**src/rtl/rr_arbiter_8.sv**
```systemverilog
// rr_arbiter_8: round-robin arbiter for 8 requesters with hold limit and zero-bubble handoff
module rr_arbiter_8 #(
  parameter int MAX_HOLD = 4,
  parameter int CNT_W    = 8
) (
  input  logic       clk,
  input  logic       rst_n,
  input  logic       En,
  input  logic [7:0] Req,
  output logic [7:0] Gnt,
  output logic [2:0] Gnt_id,
  output logic       Gnt_valid,
  output logic       Timeout
);
  typedef enum logic {IDLE, GRANT} state_t;
  state_t             r_state, w_state_nx;
  logic [2:0]         r_ptr, w_ptr_nx, r_id, w_id_nx, w_sel, w_win;
  logic [CNT_W-1:0]   r_hold, w_hold_nx;
  logic [7:0]         r_gnt, w_gnt_nx;
  logic               r_valid, w_valid_nx, r_to, w_to_nx;
  logic               w_found, w_own, w_lim, w_rel;
  always_ff @(posedge clk) begin
    if (!rst_n) begin
      r_state <= IDLE;
      r_ptr   <= '0;
      r_hold  <= '0;
      r_id    <= '0;
      r_gnt   <= '0;
      r_valid <= 1'b0;
      r_to    <= 1'b0;
    end else begin
      r_state <= w_state_nx;
      r_ptr   <= w_ptr_nx;
      r_hold  <= w_hold_nx;
      r_id    <= w_id_nx;
      r_gnt   <= w_gnt_nx;
      r_valid <= w_valid_nx;
      r_to    <= w_to_nx;
    end
  end
  // a releasing holder searches from its successor, so it only re-wins when alone
  assign w_sel = (r_state == GRANT) ? r_id + 3'd1 : r_ptr;
  always_comb begin
    w_found = 1'b0;
    w_win   = '0;
    for (int k = 7; k >= 0; k--) begin
      if (Req[w_sel + 3'(k)]) begin
        w_found = 1'b1;
        w_win   = w_sel + 3'(k);
      end
    end
  end
  assign w_own = Req[r_id];
  assign w_lim = r_hold == CNT_W'(MAX_HOLD);
  assign w_rel = !w_own || w_lim;
  always_comb begin
    w_state_nx = r_state;
    w_ptr_nx   = r_ptr;
    w_hold_nx  = r_hold;
    w_id_nx    = r_id;
    w_to_nx    = 1'b0;
    if (r_state == IDLE) begin
      if (En && w_found) begin
        w_state_nx = GRANT;
        w_id_nx    = w_win;
        w_hold_nx  = CNT_W'(1);
      end
    end else if (!En) begin
      w_state_nx = IDLE;
      w_ptr_nx   = r_id + 3'd1;
      w_hold_nx  = '0;
    end else if (w_rel) begin
      w_ptr_nx   = r_id + 3'd1;
      w_to_nx    = w_own;
      w_state_nx = w_found ? GRANT : IDLE;
      w_id_nx    = w_found ? w_win : r_id;
      w_hold_nx  = w_found ? CNT_W'(1) : '0;
    end else begin
      w_hold_nx  = r_hold + CNT_W'(1);
    end
  end
  always_comb begin
    w_valid_nx = w_state_nx == GRANT;
    w_gnt_nx   = w_valid_nx ? 8'd1 << w_id_nx : 8'd0;
  end
  assign Gnt       = r_gnt;
  assign Gnt_id    = r_id;
  assign Gnt_valid = r_valid;
  assign Timeout   = r_to;
endmodule
```
**config.mk**
```make
export PLATFORM = sky130hd
export DESIGN_NAME = rr_arbiter_8
export DESIGN_NICKNAME = d
export VERILOG_FILES = /design/src/rtl/rr_arbiter_8.sv
export SDC_FILE = /design/constraint.sdc
export NUM_CORES = 1
export LEC_CHECK = 0
export CORE_MARGIN = 10
export CORE_UTILIZATION = 45
export DETAILED_ROUTE_END_ITERATION = 8
export HOLD_SLACK_MARGIN = 0.06
export PLACE_DENSITY = 0.63
export SKIP_CTS_REPAIR_TIMING = 1
export SLEW_MARGIN = 0
export SYNTH_ARGS = -nofsm -noshare
export SYNTH_HDL_FRONTEND = slang
export SYNTH_SLANG_ARGS = --single-unit
export TNS_END_PERCENT = 20
```
**constraint.sdc**
```tcl
create_clock -name clk -period 11.7 [get_ports clk]
set_clock_uncertainty 0.15 [all_clocks]
set_input_delay 2.34 -clock clk [delete_from_list [all_inputs] [get_ports clk]]
set_output_delay 2.34 -clock clk [all_outputs]
set_load 0.05 [all_outputs]
```
# Word level (Yosys, flattened, before mapping)
# Index checks and enable logic that the tools add are counted.
# Widths: inputs -> output; s select.
[totals]
output_inout_bits = 13
reg_bits = 24
wordCells = 86
[op_classes]
n_lt_le_gt_ge = 9
eq_ne = 2
n_addsub = 9
muxes = 52
shifts = 1
n_reduce_logical = 7
[ops]
columns = ["cell", "count"]
rows = [
  ["$mux 3", 16],
  ["$lt 3x4->1 const B", 9],
  ["$mux 8", 4],
  ["$bmux 1 s3", 9],
  ["$mux 1", 23],
  ["$add 3x3->3 const B", 4],
  ["$add 8x1->8 const B", 1],
  ["$eq 8x3->1 const B", 1],
  ["$shl 1x3->8 const A", 1],
  ["$add 3x1->3 const B", 2],
  ["$add 3x2->3 const B", 2],
  ["$reduce_and 2->1", 2],
  ["$reduce_and 4->1", 1],
  ["$ne 2x1->1 const B", 1],
  ["$reduce_bool 2->1", 1],
  ["$logic_and 1x1->1", 1],
  ["$logic_not 1->1", 1],
  ["$logic_or 1x1->1", 1],
]

# Longest topological paths before layout
[logic_depth]
ltp_word = 18
mapped_depth = 14

# Worst setup path before layout
# Ideal clock, no wire load.
[synth_timing]
kind = "input port to flip-flop"
from = "input Req[2]"
to = "register r_gnt[7] (netlist: Gnt[7])"
stages = 7
arrival_time_ps = 4305
setup_slack_ps = 7184
n_path_buf = 0
required_time_ps = 11489
path_cell_list = "mux4_2 -> and2_4 -> o41ai_2 -> o221ai_1 -> o21a_1 -> or4_4 -> and3b_1"
[synth_between]
elab_chain_len = 15
[synth_rtl]
columns = ["item", "line", "source"]
rows = [
  ["start, declared", "9", "input logic [7:0] Req,"],
  ["$bmux 1 s3", "47", "if (Req[w_sel + 3'(k)]) begin"],
  ["$mux 1 (not written as such)", "47", ""],
  ["$mux 3 / $mux 1 (equally long branches) (8 in a row)", "47", ""],
  ["$mux 3 / $mux 1 (equally long branches)", "76, 75", ""],
  ["$mux 3 / $mux 1 (equally long branches)", "72", "end else if (w_rel) begin"],
  ["$mux 3 / $mux 1 (equally long branches)", "68", "end else if (!En) begin"],
  ["$mux 3 / $mux 1 (equally long branches)", "62", "if (r_state == IDLE) begin"],
  ["$shl 1x3->8 / $reduce_and 2->1 (equally long branches)", "--", ""],
  ["end signal, assigned", "36", "r_gnt <= w_gnt_nx;"],
  ["end, declared", "19", "logic [7:0] r_gnt, w_gnt_nx;"],
]
# Parallel ways exist; a longest one is shown, timed or not. The select of a mux whose other input is x is not followed.
# A chain may end at the register's enable or synchronous reset.

# Worst setup path after layout
[layout_timing]
from = "input Req[2]"
to = "register r_gnt[6] (netlist: Gnt[6])"
# Same word-level chain as after synthesis.

==> out/metrics.yaml <==
power_frac_seq_pct: 28.9
n_antenna_cell: 0
core_area_sq_um: 4440
worst-path-max-fanout: 9
rows: 24
async_flop_share_pct: 0
final.fill_count: 420
place.gp.congestion: 0.887
period_needed_ns: 5.09
grt_max_degree: 19
tns_ns: 0
synth-edff-count: 0
wire_per_inst_um: 16.2
port_buffers: 23
vias_per_cell: 6.10
synth_flop_cell: "dfxtp_1"
nets: 291
cp-end-kind: "flop"
critical_path_class: "in2reg"
timing.final.crit_share_pct: 43.5
hold_viol: 0
routed_wl_um: 5290
cap_violations: 0
maxSlewViolCount: 0
syn-num-nets: 271
grt_use_total_pct: 13.8
numCtsBuffers: 3
setup_viol: 0
synth_top_area_cell: "dfxtp_1"
route.detailed.drc: 0
cp.required_ns: 11.74
clock-sinks: 24
synth.avg_cell_area_sq_um: 8.31
seq_area_sq_um: 480
synthTopCellsByArea: "dfxtp_1, mux4_2, a21oi_1"
clock_latency_ns: 0.27
vias: 1989
p_comb_share_pct: 48.3
area_growth_pct: 15.1
die_h_um: 88.6
ys_seq_area_share_pct: 22.7
status: "completed"
dp_hpwl_um: 4200
grt_pass1_vias: 1815
p_clk_share_pct: 22.7
overflow: 0
ys_ff_latch: 24
total_leakage_power_uw: 0.000946
p_per_area_nw_per_um2: 130
antenna_found_initial: 0
vdd_drop_max_uv: 88.7
p_total_uw: 317
crit_arrival_ns: 5.13
multi_input_area_sq_um: 1540
hold_path_class: "reg2reg"
clock.fmax_mhz: 197
die_area_sq_um: 7850
cts_tree: "done"
syn_area_sq_um: 2120
drive_gt1_share_pct: 9.12
grt_first_pass_wirelength_um: 8870
synth_warnings: 0
switching_power_uw: 122
p_int_uw: 195
synthCells: 255
tightest_slew_ns: 0.693
start_util_pct: 47.7
detail_route.first_pass.iterations: 4
netlist-cell-type-count: 55
clkTransAtPathRegs_ns: 0.08
htreeDepth: 1
mostFrequentLayoutCells: "dfxtp_1, clkdlybuf4s50_1, nor2_1, a21oi_1"
root_buffer: "clkbuf_8"
rsz0062_at_grt: "no"
yosysTopAreaCellShare_pct: 22.7
cts.path.max_buffers: 2
cp-start-kind: "input pin"
postRouteAntennaNets: 0
max-slew-margin-rel_pct: 53.5
die_w_um: 88.6
sw_frac_of_total_pct: 38.4
drt_iter0_drc: 195
final_common_cell: "dfxtp_1"
ios: 24
[per-stage QoR]
stage / utilization, % / area (sq um) / setup slack (ns) / hold slack, ns / instances
2_1_floorplan: - / 2120 / 7.18 / 0.273 / 255
3_3_place_gp: 53.3 / 2370 / 6.39 / 0.303 / 322
3_5_place_dp: 53.3 / 2370 / 6.38 / 0.301 / 322
4_1_cts: 54.9 / 2440 / 6.65 / 0.320 / 326
5_1_grt: 54.9 / 2440 / 6.30 / 0.347 / 326
6_report: 54.9 / 2440 / 6.61 / 0.326 / 326
[area by class of cell]
type	instances	share of cell area, %
multi-input cells	211	63.2
clock buffers	3	1.69
clock inverters	1	1.23
inverters	12	2.05
flip-flops and latches	24	19.7
repair buffers	23	9.44
well taps	52	2.67
[registers in the layout (all words and copies together), names as in the netlist]
name       flops
Gnt            8
Timeout        1
r_ptr          3
Gnt_id         3
r_hold         8
Gnt_valid      1
[per-layer routing]
metal	GRT usage (%)	up-vias	routed length, um
met5	0	-	0
met4	2.06	0	47
met3	2.48	6	316
met2	21.8	65	2380
met1	19.4	931	2550
li1	-	987	-
[Yosys cell counts, types with 5 or more instances]
master	n
dfxtp_1	24
a21oi_1	22
nor2_1	22
nand2_1	18
o21ai_0	18
and2_1	14
nand3_1	13
inv_1	11
mux2i_1	10
nor3_1	8
and3_1	6
mux2_2	6
mux4_2	6
ha_1	5
nor2b_1	5
nor3b_1	5
[path summary, 6_finish.rpt]
kind	slack, ns	startpoint	cells after the start	endpoint
min	0.33	r_hold[7]	1	r_hold[7]
min reg2reg	0.33	r_hold[7]	1	r_hold[7]
max reg2reg	7.43	Gnt_valid	10	Gnt[5]
max	6.61	Req[2]	9	Gnt[6]
[logic make-up after synthesis]
kind of cell / after synthesis / share of synthesized area, %
simple gates: 104 / 26.9
compound gates: 71 / 22.6
mux: 25 / 17.8
flops: 24 / 22.7
buf+inv: 20 / 4.55
xor+xnor: 6 / 2.48
fa+ha+maj: 5 / 2.95
[critical path, stage by stage]
cell and delay, ns:
clkdlybuf4s50_1 0.54, a21boi_0 0.52, o21ai_0 0.19, o21ai_0 0.23, a21oi_1 0.08, o311a_1 0.31, o31a_1 0.33, o31ai_4 0.36
nor3b_1 0.22
[power groups by stage]
| stage | combinational, uW | sequential, uW | clock, uW |
|---|---|---|---|
| 4_1_cts | 151 | 91.7 | 74.1 |
| 2_1_floorplan | 109 | 102 | 0 |
| 3_5_place_dp | 151 | 93.6 | 0 |
| 6_report | 153 | 91.6 | 72.1 |
| 3_3_place_gp | 152 | 93.8 | 0 |
| 5_1_grt | 166 | 92.7 | 78.7 |
Note: power is estimated with default switching activity, not from simulation.
